===== config.mk =====
export PLATFORM = sky130hd
export DESIGN_NAME = axi_crossbar_wr_sched
export DESIGN_NICKNAME = d
export VERILOG_FILES = /design/src/rtl/axi_crossbar_wr_sched.sv
export SDC_FILE = /design/constraint.sdc
export NUM_CORES = 1
export LEC_CHECK = 0
export ABC_CLOCK_PERIOD_IN_PS = 3100
export CORE_MARGIN = 3
export CORE_UTILIZATION = 53
export DETAILED_ROUTE_END_ITERATION = 10
export MAX_ROUTING_LAYER = met4
export PLACE_DENSITY_LB_ADDON = 0.3
export SLEW_MARGIN = 20
export SYNTH_ARGS = -nofsm -noshare
export SYNTH_HDL_FRONTEND = slang
export SYNTH_SLANG_ARGS = --single-unit

===== constraint.sdc =====
create_clock -name ACLK -period 3.1 [get_ports ACLK]
set_clock_uncertainty 0.15 [all_clocks]
set_input_delay 0.93 -clock ACLK [delete_from_list [all_inputs] [get_ports ACLK]]
set_output_delay 0.93 -clock ACLK [all_outputs]
set_load 0.1 [all_outputs]

===== src/rtl/axi_crossbar_wr_sched.sv =====
// axi_crossbar_wr_sched
// Write-path scheduler for the AXI crossbar. Round-robin arbitration of AW
// requests onto one slave port; each grant is held until its AW handshake.
// Accepted grants are queued in an order FIFO whose head steers the W mux, so
// write data follows address acceptance order.
//
// Optional feature: define AXI_WR_SCHED_QOS_EN to add hi_prio_i. Round-robin
// then runs only over high-priority requesters whenever any of them requests.
module axi_crossbar_wr_sched #(
  parameter int AXI_REQUEST_NUM = 4,
  parameter int ORDER_DEPTH     = 4
) (
  input  logic                               ACLK,
  input  logic                               ARESET,
  input  logic [AXI_REQUEST_NUM-1:0]         aw_req_i,
  input  logic                               aw_ready_i,
`ifdef AXI_WR_SCHED_QOS_EN
  input  logic [AXI_REQUEST_NUM-1:0]         hi_prio_i,
`endif
  output logic [AXI_REQUEST_NUM-1:0]         aw_grant_o,
  output logic [AXI_REQUEST_NUM-1:0]         w_sel_o,
  input  logic                               w_hs_i,
  input  logic                               w_last_i,
  output logic [$clog2(ORDER_DEPTH+1)-1:0]   outstanding_o
);

  localparam int N     = AXI_REQUEST_NUM;
  localparam int IDX_W = $clog2(N);
  localparam int PTR_W = $clog2(ORDER_DEPTH);
  localparam int CNT_W = $clog2(ORDER_DEPTH + 1);

  localparam logic [0:0] ST_IDLE  = 1'b0;
  localparam logic [0:0] ST_GRANT = 1'b1;

  logic [0:0]       state_q, state_d;
  logic [N-1:0]     grant_q, grant_d;
  logic [IDX_W-1:0] gidx_q, gidx_d;
  logic [IDX_W-1:0] rr_ptr_q, rr_ptr_d;

  logic [N-1:0]     fifo_mem_q [ORDER_DEPTH];
  logic [PTR_W-1:0] wr_ptr_q, rd_ptr_q;
  logic [CNT_W-1:0] count_q;

  logic [N-1:0]     cand_req;
  logic             win_found;
  logic [IDX_W-1:0] win_idx;
  logic             granted_req;
  logic             fifo_full;
  logic             fifo_empty;
  logic             push;
  logic             pop;

`ifdef AXI_WR_SCHED_QOS_EN
  logic [N-1:0] hp_req;
  assign hp_req   = aw_req_i & hi_prio_i;
  assign cand_req = (|hp_req) ? hp_req : aw_req_i;
`else
  assign cand_req = aw_req_i;
`endif

  assign fifo_full   = (count_q == CNT_W'(ORDER_DEPTH));
  assign fifo_empty  = (count_q == '0);
  assign granted_req = |(grant_q & aw_req_i);
  assign pop         = w_hs_i & w_last_i & ~fifo_empty;

  // Round-robin search: first candidate at or after rr_ptr_q, wrapping mod N.
  always_comb begin
    // NOTE: every combinational output gets a default first so no path leaves it unassigned and infers a latch.
    win_found = 1'b0;
    win_idx   = '0;
    for (int k = 0; k < N; k++) begin
      int j;
      j = int'(rr_ptr_q) + k;
      if (j >= N) j = j - N;
      if (!win_found && cand_req[j]) begin
        win_found = 1'b1;
        win_idx   = IDX_W'(j);
      end
    end
  end

  // Grant FSM next state: issue in IDLE, hold until handshake or request drop.
  always_comb begin
    state_d  = state_q;
    grant_d  = grant_q;
    gidx_d   = gidx_q;
    rr_ptr_d = rr_ptr_q;
    push     = 1'b0;
    case (state_q)
      ST_IDLE: begin
        if (win_found && !fifo_full) begin
          grant_d = N'(1) << win_idx;
          gidx_d  = win_idx;
          state_d = ST_GRANT;
        end
      end
      ST_GRANT: begin
        if (granted_req && aw_ready_i) begin
          push     = 1'b1;
          rr_ptr_d = (gidx_q == IDX_W'(N - 1)) ? '0 : gidx_q + IDX_W'(1);
          grant_d  = '0;
          state_d  = ST_IDLE;
        end else if (!granted_req) begin
          // Master withdrew AWVALID without a handshake: abandon, keep rr_ptr.
          grant_d = '0;
          state_d = ST_IDLE;
        end
      end
      default: begin
        grant_d = '0;
        state_d = ST_IDLE;
      end
    endcase
  end

  // Grant FSM registers.
  always_ff @(posedge ACLK) begin
    // NOTE: sequential state uses non-blocking assignments so every register samples pre-edge values.
    if (ARESET) begin
      state_q  <= ST_IDLE;
      grant_q  <= '0;
      gidx_q   <= '0;
      rr_ptr_q <= '0;
    end else begin
      state_q  <= state_d;
      grant_q  <= grant_d;
      gidx_q   <= gidx_d;
      rr_ptr_q <= rr_ptr_d;
    end
  end

  // Order FIFO storage: written on each accepted AW.
  always_ff @(posedge ACLK) begin
    // NOTE: storage is not reset; pointers and count define validity and w_sel_o is gated when empty.
    if (push) fifo_mem_q[wr_ptr_q] <= grant_q;
  end

  // Order FIFO pointers and occupancy; push and pop may coincide.
  always_ff @(posedge ACLK) begin
    if (ARESET) begin
      wr_ptr_q <= '0;
      rd_ptr_q <= '0;
      count_q  <= '0;
    end else begin
      if (push) wr_ptr_q <= wr_ptr_q + PTR_W'(1);
      if (pop)  rd_ptr_q <= rd_ptr_q + PTR_W'(1);
      case ({push, pop})
        2'b10:   count_q <= count_q + CNT_W'(1);
        2'b01:   count_q <= count_q - CNT_W'(1);
        default: count_q <= count_q;
      endcase
    end
  end

  assign aw_grant_o    = grant_q;
  assign w_sel_o       = fifo_empty ? '0 : fifo_mem_q[rd_ptr_q];
  assign outstanding_o = count_q;

endmodule


==> qor.csv <==
stage,metric,value,unit
sta,relative slew slack,0.536,
cts,buffer depth of the longest clock path,2,
yosys,most common cell in the synthesized netlist,dfxtp_1,
cts,clk slew on worst S/H paths,0.10,ns
yosys,Synth Flop Type,dfxtp_1,
sta,setup TNS,0,ns
final_layout,fillers,180,
detailed_routing,DRT antenna net count,0,
global_routing,total grt overflow,0,
yosys,"Async S/R FF share, synth",0,
final_layout,Final nets,177,
sta,FMAX,0.335,GHz
cts,cts hold-fix bufs,0,
pwr,Pleak,0.726,nW
pwr,Peak VDD IR,399,uV
final_layout,register area,841,um2
yosys,Post-synth EDFFs,16,
global_routing,antenna violations before repair,0,
worst_hold_path,Hold Path Origin,gidx_q[1]$_SDFFE_PP0P_,
global_routing,first-pass GRT wire length,4780,um
yosys,Ys Warns,0,
cts,clock latency on the worst-skew pair,0.33,ns
placed_design,placer congestion estimate,0.811,
cts,setup bufs post-CTS,0,
global_routing,vias in the first global route,1077,
worst_setup_path,R2R Setup Slk,0.70,ns
cts,clock buffer count from CTS,5,
detailed_routing,initial drt markers,32,
pwr,total chip power,0.000836,W
worst_setup_path,Worst EP required,3.22,ns
sta,minimum clock period,2.98,ns
yosys,synth unique cells,35,
placed_design,PortBufs,19,
worst_setup_path,cells along the critical path,clkdlybuf4s50_1 -> a22oi_1 -> nand2_1 -> and3_4 -> inv_2 -> ha_2 -> inv_1 -> fa_1 -> xor2_1 -> or3_1 -> a21oi_2,
detailed_routing,DRC,0,
yosys,largest cells by area after synthesis,"edfxtp_1 32%, dfxtp_1 24%, mux4_2 5.9%",
global_routing,GRT Total Usage,0.190,
sta,Min Hold Slack,0.326,ns
sta,RSZ-0062 raised after global routing,false,
placed_design,dpl cells,184,
final_layout,multi-input logic area,668,um2
final_layout,number of diodes,0,
floorplanning,Die X,59.6,um
detailed_routing,Vias/cell,5.53,
detailed_routing,via count,1062,
cts,# resized after CTS,0,
cts,Clock Sinks,34,
floorplanning,core box area,2610,um2
worst_setup_path,Critical Path Source Type,input pin,
yosys,"area leader, netlist",edfxtp_1,
yosys,cell count after synthesis,127,
floorplanning,die height,59.6,um
worst_setup_path,WP data arrival,3.10,ns
worst_setup_path,crit end category,flop,
yosys,"Seq/Total Area, Yosys",0.551,
worst_setup_path,Crit Path Class,input pin to flop,
worst_setup_path,Worst path max stage delay,0.42,ns
cts,clock root buffer,clkbuf_4,
detailed_routing,post-detailed-route wirelength per cell,14.6,um
final_layout,Layout area overhead,24.1,%
final_layout,share of cells above drive strength 1,0.265,
worst_setup_path,reg-to-reg critical path startpoint,aw_grant_o[2]$_SDFFE_PP0P_,
yosys,#FFs+latches synth,34,
run_status,outcome,"finished, final reports clean",
worst_setup_path,critical path buffer and inverter count,3,
yosys,post-synth top area share,0.315,
cts,TritonCTS clock tree,built,
yosys,Syn Std Cell Area,1530,um2
sta,Worst Tran Pin Value,0.694,ns
cts,Max H-tree Level,2,
final_layout,Post-Layout Cell Count,192,
placed_design,post-DP HPWL,2100,um
pwr,PwrDens,442,nW/um2
floorplanning,starting density of the core,0.584,
sta,final setup vio count,0,
floorplanning,Die Area,3560,um2
detailed_routing,DR pass1 iterations,4,
global_routing,largest net degree at the start of global routing,21,
yosys,Syn Area/Cell,12.0,um2
yosys,"top cells by count, synth","18 x dfxtp_1, 16 x edfxtp_1, 12 x nor2_1",
floorplanning,# IOs,20,
worst_setup_path,CP startpoint,aw_req_i[0],
worst_setup_path,CP max-delay cell,clkdlybuf4s50_1,
run,max_cap viols,0,
floorplanning,# rows,18,
sta,Final Hold Viols,0,
worst_setup_path,worst-path maximum fanout,2,
worst_setup_path,Top delay family on crit path,simple AND/OR/NAND/NOR gates,
worst_hold_path,Hold Crit Class,flop to flop,
sta,final slew viol count,0,
detailed_routing,final wirelength,2810,um
yosys,syn nets,143,
sta,fin crit share,0.962,
-- final timing paths --
check	to	cells past startpoint
worst min-delay path	gidx_q[1]$_SDFFE_PP0P_	2
worst max register to register	outstanding_o[2]$_SDFFE_PP0P_	10
worst max-delay path	outstanding_o[2]$_SDFFE_PP0P_	11
worst min register to register	gidx_q[1]$_SDFFE_PP0P_	2
-- layout make-up --
cell class | count | share of cell area
Sequential cell | 34 | 0.444
Inverter | 8 | 0.0159
Multi-Input combinational cell | 83 | 0.353
Clock buffer | 6 | 0.0218
Timing Repair Buffer | 29 | 0.140
Tap cell | 30 | 0.0198
Clock inverter | 2 | 0.00529
-- sequential cells by signal (all words and copies together) (netlist names), named ones only --
| name | cells |
|---|---|
| aw_grant_o | 4 |
| fifo_mem_q | 16 |
| gidx_q | 2 |
| outstanding_o | 3 |
| rd_ptr_q | 2 |
| rr_ptr_q | 2 |
| state_q | 1 |
| wr_ptr_q | 2 |
-- through the flow --
stage	utilization	cell area (um2)	worst slack, ns
6_report	0.725	1890	0.117
5_1_grt	0.725	1890	0.0135
4_1_cts	0.719	1880	0.0920
3_5_place_dp	0.700	1830	-0.269
3_3_place_gp	0.700	1830	-0.137
2_1_floorplan	-	1540	-0.135
-- layer usage --
metal / track usage / vias to the layer above / share of wire / wire [um]
li1: - / 524 / - / -
met1: 0.217 / 498 / 0.42 / 1170
met2: 0.310 / 36 / 0.51 / 1430
met3: 0.0654 / 4 / 0.063 / 177
met4: 0.0665 / 0 / 0.013 / 36
met5: - / - / 0 / 0
-- placed cells by master, fill, tap and decap left out, types with 2 or more instances in the layout --
| master | synthesis | final |
|---|---|---|
| clkinv_2 | 0 | 2 |
| and2_1 | 5 | 5 |
| mux2i_1 | 2 | 2 |
| nand3b_1 | 7 | 7 |
| nor2b_2 | 0 | 4 |
| clkbuf_4 | 0 | 5 |
| o22ai_1 | 2 | 2 |
| inv_1 | 7 | 7 |
| buf_12 | 0 | 2 |
| mux4_2 | 4 | 4 |
| dfxtp_1 | 18 | 18 |
| ha_1 | 6 | 5 |
| nor2b_1 | 8 | 4 |
| xnor2_1 | 2 | 2 |
| nand2_1 | 6 | 6 |
| xor2_1 | 3 | 3 |
| clkdlybuf4s50_1 | 0 | 7 |
| buf_4 | 0 | 19 |
| nor2_1 | 12 | 12 |
| edfxtp_1 | 16 | 16 |
| a21oi_1 | 7 | 6 |
| a22oi_1 | 2 | 2 |
| or3_1 | 2 | 2 |
-- worst reg2reg max path, cell delays in order (launching register included) --
cell     delay [ns]
dfxtp_1        0.40
a22oi_1        0.23
nand2_1        0.09
and3_4         0.19
inv_2          0.05
ha_2           0.17
inv_1          0.05
fa_1           0.37
xor2_1         0.15
or3_1          0.36
a21oi_2        0.12
-- kinds of logic after synthesis --
group / count (synthesis) / share of synthesized area
AND/OR/NAND/NOR: 46 / 0.170
flip-flops: 34 / 0.551
AO/OA/AOI/OAI: 19 / 0.0911
buffers and inverters: 10 / 0.0246
adder cells (fa/ha/maj): 7 / 0.0623
multiplexers: 6 / 0.0722
XOR/XNOR: 5 / 0.0287
-- where the power goes --
| part | total [W] | internal [W] | switching, W | leakage (nW) |
|---|---|---|---|---|
| clock | 0.000233 | 0.0000863 | 0.000147 | 0.0320 |
| combinational | 0.000114 | 0.0000441 | 0.0000699 | 0.404 |
| sequential | 0.000489 | 0.000478 | 0.0000113 | 0.290 |
| total | 0.000836 | 0.000608 | 0.000228 | 0.726 |
No activity file was read; power rests on OpenSTA's default activity.
